File: src/rtl/ps2_scancode_rx.sv
// ps2_scancode_rx: PS/2 keyboard receiver. Synchronises the raw PS/2
// clock/data pins, frames 11-bit device-to-host packets (start, 8 data
// LSB first, odd parity, stop), and folds the E0 (extended) and F0
// (break) prefixes into a 16-bit key code plus a make/break level.
//
// Optional build macro: PS2_GLITCH_FILTER_EN
//   When defined, the synchronised PS/2 clock passes through an 8-sample
//   agreement filter before edge detection, so pulses shorter than 8 Clk
//   are ignored (edge latency grows by 8 Clk).
module ps2_scancode_rx #(
  parameter int TIMEOUT_CYCLES = 50000,
  parameter int SYNC_STAGES    = 2
) (
  input  logic        Clk,
  input  logic        Reset_n,
  input  logic        psClk,
  input  logic        psData,
  output logic [15:0] keyCode,
  output logic        press,
  output logic        code_valid,
  output logic        frame_err
);

  localparam int TW = (TIMEOUT_CYCLES > 2) ? $clog2(TIMEOUT_CYCLES) : 1;
  localparam logic [TW-1:0] TMO_LAST = TW'(TIMEOUT_CYCLES - 1);

  typedef enum logic [1:0] {
    IDLE   = 2'd0,
    DATA   = 2'd1,
    PARITY = 2'd2,
    STOP   = 2'd3
  } state_t;

  // Synchroniser chains; the bus idles high so they reset to all ones.
  logic [SYNC_STAGES-1:0] clk_sync_reg;
  logic [SYNC_STAGES-1:0] data_sync_reg;
  logic                   sync_clk;
  logic                   sync_data;
  logic                   edge_src;

  // Shift both pins through SYNC_STAGES flops to settle metastability.
  always_ff @(posedge Clk or negedge Reset_n) begin
    if (!Reset_n) begin
      clk_sync_reg  <= '1;
      data_sync_reg <= '1;
    end else begin
      clk_sync_reg  <= {clk_sync_reg[SYNC_STAGES-2:0], psClk};
      data_sync_reg <= {data_sync_reg[SYNC_STAGES-2:0], psData};
    end
  end

  assign sync_clk  = clk_sync_reg[SYNC_STAGES-1];
  assign sync_data = data_sync_reg[SYNC_STAGES-1];

`ifdef PS2_GLITCH_FILTER_EN
  logic       filt_clk_reg;
  logic [2:0] filt_cnt_reg;

  // Filtered clock follows the synchronised clock only after 8 agreeing samples.
  always_ff @(posedge Clk or negedge Reset_n) begin
    if (!Reset_n) begin
      filt_clk_reg <= 1'b1;
      filt_cnt_reg <= 3'd0;
    end else if (sync_clk == filt_clk_reg) begin
      filt_cnt_reg <= 3'd0;
    end else if (filt_cnt_reg == 3'd7) begin
      filt_clk_reg <= sync_clk;
      filt_cnt_reg <= 3'd0;
    end else begin
      filt_cnt_reg <= filt_cnt_reg + 3'd1;
    end
  end

  assign edge_src = filt_clk_reg;
`else
  assign edge_src = sync_clk;
`endif

  logic clk_prev_reg;
  logic fe_reg;
  logic fe_data_reg;

  // Registered falling-edge strobe, with the data bit captured alongside it.
  always_ff @(posedge Clk or negedge Reset_n) begin
    if (!Reset_n) begin
      clk_prev_reg <= 1'b1;
      fe_reg       <= 1'b0;
      fe_data_reg  <= 1'b1;
    end else begin
      clk_prev_reg <= edge_src;
      fe_reg       <= clk_prev_reg & ~edge_src;
      fe_data_reg  <= sync_data;
    end
  end

  state_t        state_reg;
  logic [2:0]    bit_cnt_reg;
  logic [7:0]    shift_reg;
  logic          parity_reg;
  logic          ext_reg;
  logic          brk_reg;
  logic [TW-1:0] tmo_cnt_reg;

  // Frame FSM, prefix folding, timeout and all registered outputs.
  always_ff @(posedge Clk or negedge Reset_n) begin
    if (!Reset_n) begin
      state_reg   <= IDLE;
      bit_cnt_reg <= 3'd0;
      shift_reg   <= 8'h00;
      parity_reg  <= 1'b0;
      ext_reg     <= 1'b0;
      brk_reg     <= 1'b0;
      tmo_cnt_reg <= '0;
      keyCode     <= 16'h0000;
      press       <= 1'b0;
      code_valid  <= 1'b0;
      frame_err   <= 1'b0;
    end else begin
      code_valid <= 1'b0;
      frame_err  <= 1'b0;
      if (fe_reg) begin
        // An edge always restarts the timeout, even if it was about to expire.
        tmo_cnt_reg <= '0;
        case (state_reg)
          IDLE: begin
            if (!fe_data_reg) begin
              state_reg   <= DATA;
              bit_cnt_reg <= 3'd0;
            end else begin
              frame_err <= 1'b1;
            end
          end
          DATA: begin
            shift_reg   <= {fe_data_reg, shift_reg[7:1]};
            bit_cnt_reg <= bit_cnt_reg + 3'd1;
            if (bit_cnt_reg == 3'd7) begin
              state_reg <= PARITY;
            end
          end
          PARITY: begin
            parity_reg <= fe_data_reg;
            state_reg  <= STOP;
          end
          STOP: begin
            state_reg <= IDLE;
            if (fe_data_reg && ((^shift_reg) ^ parity_reg)) begin
              if (shift_reg == 8'hE0) begin
                ext_reg <= 1'b1;
              end else if (shift_reg == 8'hF0) begin
                brk_reg <= 1'b1;
              end else begin
                keyCode    <= {(ext_reg ? 8'hE0 : 8'h00), shift_reg};
                press      <= ~brk_reg;
                code_valid <= 1'b1;
                ext_reg    <= 1'b0;
                brk_reg    <= 1'b0;
              end
            end else begin
              frame_err <= 1'b1;
              ext_reg   <= 1'b0;
              brk_reg   <= 1'b0;
            end
          end
          default: state_reg <= IDLE;
        endcase
      end else if (state_reg != IDLE) begin
        if (tmo_cnt_reg == TMO_LAST) begin
          state_reg   <= IDLE;
          frame_err   <= 1'b1;
          ext_reg     <= 1'b0;
          brk_reg     <= 1'b0;
          tmo_cnt_reg <= '0;
        end else begin
          tmo_cnt_reg <= tmo_cnt_reg + 1'b1;
        end
      end else begin
        tmo_cnt_reg <= '0;
      end
    end
  end

endmodule

File: config.mk
export PLATFORM = sky130hd
export DESIGN_NAME = ps2_scancode_rx
export DESIGN_NICKNAME = d
export VERILOG_FILES = /design/src/rtl/ps2_scancode_rx.sv
export SDC_FILE = /design/constraint.sdc
export NUM_CORES = 1
export LEC_CHECK = 0
export ABC_CLOCK_PERIOD_IN_PS = 4400
export BUFFER_PORTS_ARGS = -buffer_cell sky130_fd_sc_hd__buf_4
export CORE_MARGIN = 8
export CORE_UTILIZATION = 40
export DETAILED_ROUTE_END_ITERATION = 10
export PLACE_DENSITY_LB_ADDON = 0.2
export SLEW_MARGIN = 5
export SYNTH_ARGS = -nofsm -noshare
export SYNTH_HDL_FRONTEND = slang
export SYNTH_SLANG_ARGS = --single-unit
File: constraint.sdc
create_clock -name Clk -period 4.4 [get_ports Clk]
set_clock_uncertainty 0.15 [all_clocks]
set_input_delay 0.22 -clock Clk [delete_from_list [all_inputs] [get_ports Clk]]
set_output_delay 0.22 -clock Clk [all_outputs]
set_load 0.02 [all_outputs]
; After elaboration in Yosys (flattened, before gate mapping)
; Index checks and enable logic that the tools add are counted.
[classes]
mux = 35
bitwise_logic = 6
addsub = 2
eq_ne = 13
n_reduce_logical = 14
[ops]
columns = op, n
row1 = $mux 16, 3
row2 = $mux 1, 22
row3 = $add 16x1->16 const B, 1
row4 = $eq 16x16->1 const B, 1
row5 = $eq 8x8->1 const B, 2
row6 = $reduce_and 4->1, 3
row7 = $mux 2, 5
row8 = $ne 3x3->1 const B, 3
row9 = $mux 8, 1
row10 = $pmux 2 s4, 1
row11 = $reduce_bool 2->1, 4
row12 = $reduce_xor 8->1, 1
row13 = $pmux 3 s2, 1
row14 = $reduce_and 5->1, 1
row15 = $eq 2x2->1 const B, 2
row16 = $ne 4x4->1 const B, 1
row17 = $not 1->1, 4
row18 = $reduce_and 2->1, 2
row19 = $add 3x1->3 const B, 1
row20 = $eq 3x3->1 const B, 1
row21 = $mux 3, 1
row22 = $reduce_and 3->1, 1
row23 = $eq 2x1->1 const B, 1
row24 = $logic_not 2->1, 1
row25 = other kinds (6), 6
[totals]
out_inout_bits = 19
reg_bits = 58
in_bits = 4
elab_cells = 86

; Depth between registers and ports, before layout
[logic_depth]
ltp_word = 6
ltp_mapped = 9
depth_no_buf = 7

; Worst setup path after synthesis
; OpenSTA, ideal clock, no wires.
[synth_timing]
path_type = register -> register
start = register shift_reg[1]
end = register keyCode[14]
path_stages_with_launch = 8
t_required_ns = 4.125
path_slack_ns = 2.134
arrival_ns = 1.991
n_path_buf = 1
setup_time_ns = 0.125
period_less_slack_ns = 2.266
path_cell_list = dfrtp_1 > inv_1 > ha_1 > xnor3_1 > xnor2_1 > or3_1 > buf_6 > mux2_4
[synth_between]
elab_chain_len = 4
elab_cells_between_ends = 8
cone_classes = eq/ne (2) / bitwise (3) / reduce/logical (3)
[synth_lines]
columns = element, line
row1 = "start, declared", 98  ; logic [7:0] shift_reg;
row2 = "start signal, assigned", 134  ; shift_reg <= {fe_data_reg, shift_reg[7:1]};
row3 = $reduce_xor 8->1, 146  ; if (fe_data_reg && ((^shift_reg) ^ parity_reg)) begin
row4 = $xor 1x1->1, 146
row5 = $logic_and 1x1->1, 146
row6 = $reduce_and 5->1 (no source line) (*), n/a
row7 = "end signal, assigned", 152  ; keyCode <= {(ext_reg ? 8'hE0 : 8'h00), shift_reg};
row8 = "end, declared", 18  ; output logic [15:0] keyCode,
; Mark *: on every way between the ends. The rest lies on a longest branch, timed or not.
; A chain may end at the register's enable or synchronous reset.

; Worst setup path after layout
[layout_timing]
start = register shift_reg[0]
end = register keyCode[14]
; The elaborated chain is that of the path after synthesis.

==> flow_summary.ini <==
[cts]
postCtsResizedCells = 0
cts-root-buf = clkbuf_8
post_cts_buffers = 0
clock_latency_ns = 0.30
clk_pin_slew_worst_paths_ns = 0.09
numCtsBuffers = 5
numClockSinks = 51
clockBufferDepth = 2
cts_max_level = 2
cts_tree = built

[synth]
seq_area_frac_synth_pct = 53.9
yosys_warnings = 0
synth.area.top_cells = dfrtp_1 47%, ha_1 6.8%, dfstp_2 6.6%
syn_inst = 210
synth_edf_count = 0
synthMuxAreaShare_pct = 5.36
synth_top_family_by_area = simple AND/OR/NAND/NOR gates
synth.avg_cell_area_um2 = 11.3
synthesis.area_um2 = 2380
synth_ff_type = dfrtp_1
synth_area_leader_cell = dfrtp_1
synth_compound_area_share_pct = 7.94
netlist.area_leader.share_pct = 47.3
synth_xor_area_share_pct = 6.83
synth-simple-area-share_pct = 13.4
synth_cell_types = 35
ys_ff_latch = 51
synth-adder-area-share_pct = 6.83
ys_async_sr_fraction_pct = 100

[floorplanning]
dieArea_um2 = 8670
num_rows = 28
die_h_um = 93.1
initial_core_util_pct = 40.7
ios = 23
coreArea_um2 = 5850
die_w_um = 93.1

[detailed_routing]
wl_um = 3920
drtIter0Drc = 62
via_per_inst = 4.81
detail_route.wl_per_cell_um = 12.8
postRouteAntennaNets = 0
num_vias = 1466
drc_errors = 0
first_pass_iters = 4

[worst_setup_path]
crit_arrival_ns = 2.66
path_max_fanout = 17
reg2reg_depth = 6
criticalPathCategory = reg2reg
end_kind = flip-flop
timing.rr.end = keyCode[14]$_DFFE_PN0P_
crit_start = shift_reg[0]$_DFFE_PN0P_
required_ns = 4.44
start_kind = flip-flop
rrSetupSlack_ns = 1.78
r2r_start = shift_reg[0]$_DFFE_PN0P_

[global_routing]
grt_usage_pct = 10.1
antenna_found_initial = 0
grt_pass1_wl_um = 7070
grt_overflow = 0
grt_pass1_vias = 1531
grt_max_degree = 52

[run_status]
status = complete, no violations

[worst_hold_path]
worstHoldPathCells = 0
worstHoldEndpoint = fe_data_reg$_DFF_PN1_
hold_path_class = reg2reg
min_from = data_sync_reg[1]$_DFF_PN1_

[timing]
finalMaxSlewViolations = 0
max_freq_ghz = 0.382
slew_headroom_pct = 50.3
fin_crit_sh_pct = 59.5
worst_pin_slew_ns = 0.745
setup_tns_ns = 0
rsz0062_at_grt = no
finalWorstPathRequiredPeriod_ns = 2.62
finalHoldViolCount = 0
setup_viol = 0

[pwr]
ir_drop_v = 0.000214
power_density_nw_per_um2 = 552
leakagePower_nw = 1.24

[run]
cap_violations = 0

[place]
hpwl_um = 2770
routabilityCongestion = 0.793
port_buffers = 17
placed_cells = 294

[final_layout]
diodes = 0
nets = 246
largest_reg_flops = 16
area_growth_pct = 11.9
finalNonFillerCells = 305
final_common_cell = dfrtp_1
final_cell_mix = 45 x dfrtp_1, 21 x nor2_1, 21 x nand2_1
drive_above_1_share_pct = 20.9
-- report_power, final --
| part | internal (mW) | switching, mW | leakage, nW | total (mW) |
|---|---|---|---|---|
| registers | 0.574 | 0.0737 | 0.666 | 0.647 |
| clock network | 0.143 | 0.151 | 0.0505 | 0.294 |
| logic | 0.247 | 0.282 | 0.523 | 0.529 |
| total | 0.964 | 0.507 | 1.24 | 1.47 |
-- layer usage --
metal / up-vias / GRT usage [%] / share of wire [%]
met3: 7 / 2.64 / 4.2
met4: 0 / 5.23 / 2.0
li1: 736 / - / -
met5: - / 0 / 0
met1: 703 / 12.7 / 49
met2: 20 / 15.7 / 44
-- what timing repair did --
| action | CTS | global route |
|---|---|---|
| setup endpoints to repair | 0 | 0 |
| hold buffers | 3 | 0 |
| hold endpoints to repair | 47 | 0 |
-- cell families (layout without fill, tap and decap cells) --
kind of cell	after synthesis	count (layout)
flops	51	51
xor+xnor	17	17
simple gates	68	68
mux	10	10
fa+ha+maj	13	13
compound gates	26	26
buf+inv	24	40
other cells	1	5
-- how the worst max path moves through the flow --
stage	cells after the start	slack, ns	end
finish	6	1.78	keyCode[14]$_DFFE_PN0P_
global route	6	1.63	keyCode[14]$_DFFE_PN0P_
CTS	6	1.75	keyCode[14]$_DFFE_PN0P_
floorplan	7	2.13	keyCode[14]$_DFFE_PN0P_
detailed placement	6	1.77	keyCode[6]$_DFFE_PN0P_
global placement	6	1.80	keyCode[14]$_DFFE_PN0P_
-- cell usage after synthesis, types with 3 or more instances --
master,instances
nand3_1,7
mux2_4,4
o21ai_2,6
nand4_1,3
nor3_1,3
o21ai_0,10
nor4_1,4
dfstp_2,6
xor2_1,7
dfrtp_1,45
xnor2_1,9
and3_1,3
mux2_2,6
ha_1,13
inv_1,12
a32o_1,3
clkbuf_1,3
nand2_1,21
nor2_1,21
buf_4,7
-- critical path: stages, from the launching register on --
cell     delay, ns
dfrtp_1       0.35
inv_1         0.07
ha_1          0.28
xnor3_1       0.39
xnor2_1       0.16
or3_1         0.70
mux2_4        0.41
-- through the flow --
stage | area (um^2) | setup slack (ns) | power, mW | hold WS [ns] | utilization, %
floorplan | 2390 | 2.13 | 1.06 | -0.226 | -
global placement | 2530 | 1.80 | 1.18 | 0.134 | 43.2
detailed placement | 2530 | 1.77 | 1.19 | 0.136 | 43.2
CTS | 2660 | 1.75 | 1.49 | 0.211 | 45.5
global route | 2660 | 1.63 | 1.59 | 0.214 | 45.5
finish | 2660 | 1.78 | 1.47 | 0.209 | 45.5
-- layout make-up --
cell class                 instances  area, um^2
clock buffer                       7        96.3
clock inverter                     1        7.51
fill                             534        3190
inverter                          12        45.0
multi-input combinational        139         980
sequential                        51        1280
tap                               75        93.8
timing repair buffer              20         158
(Power assumes the default switching activity.)
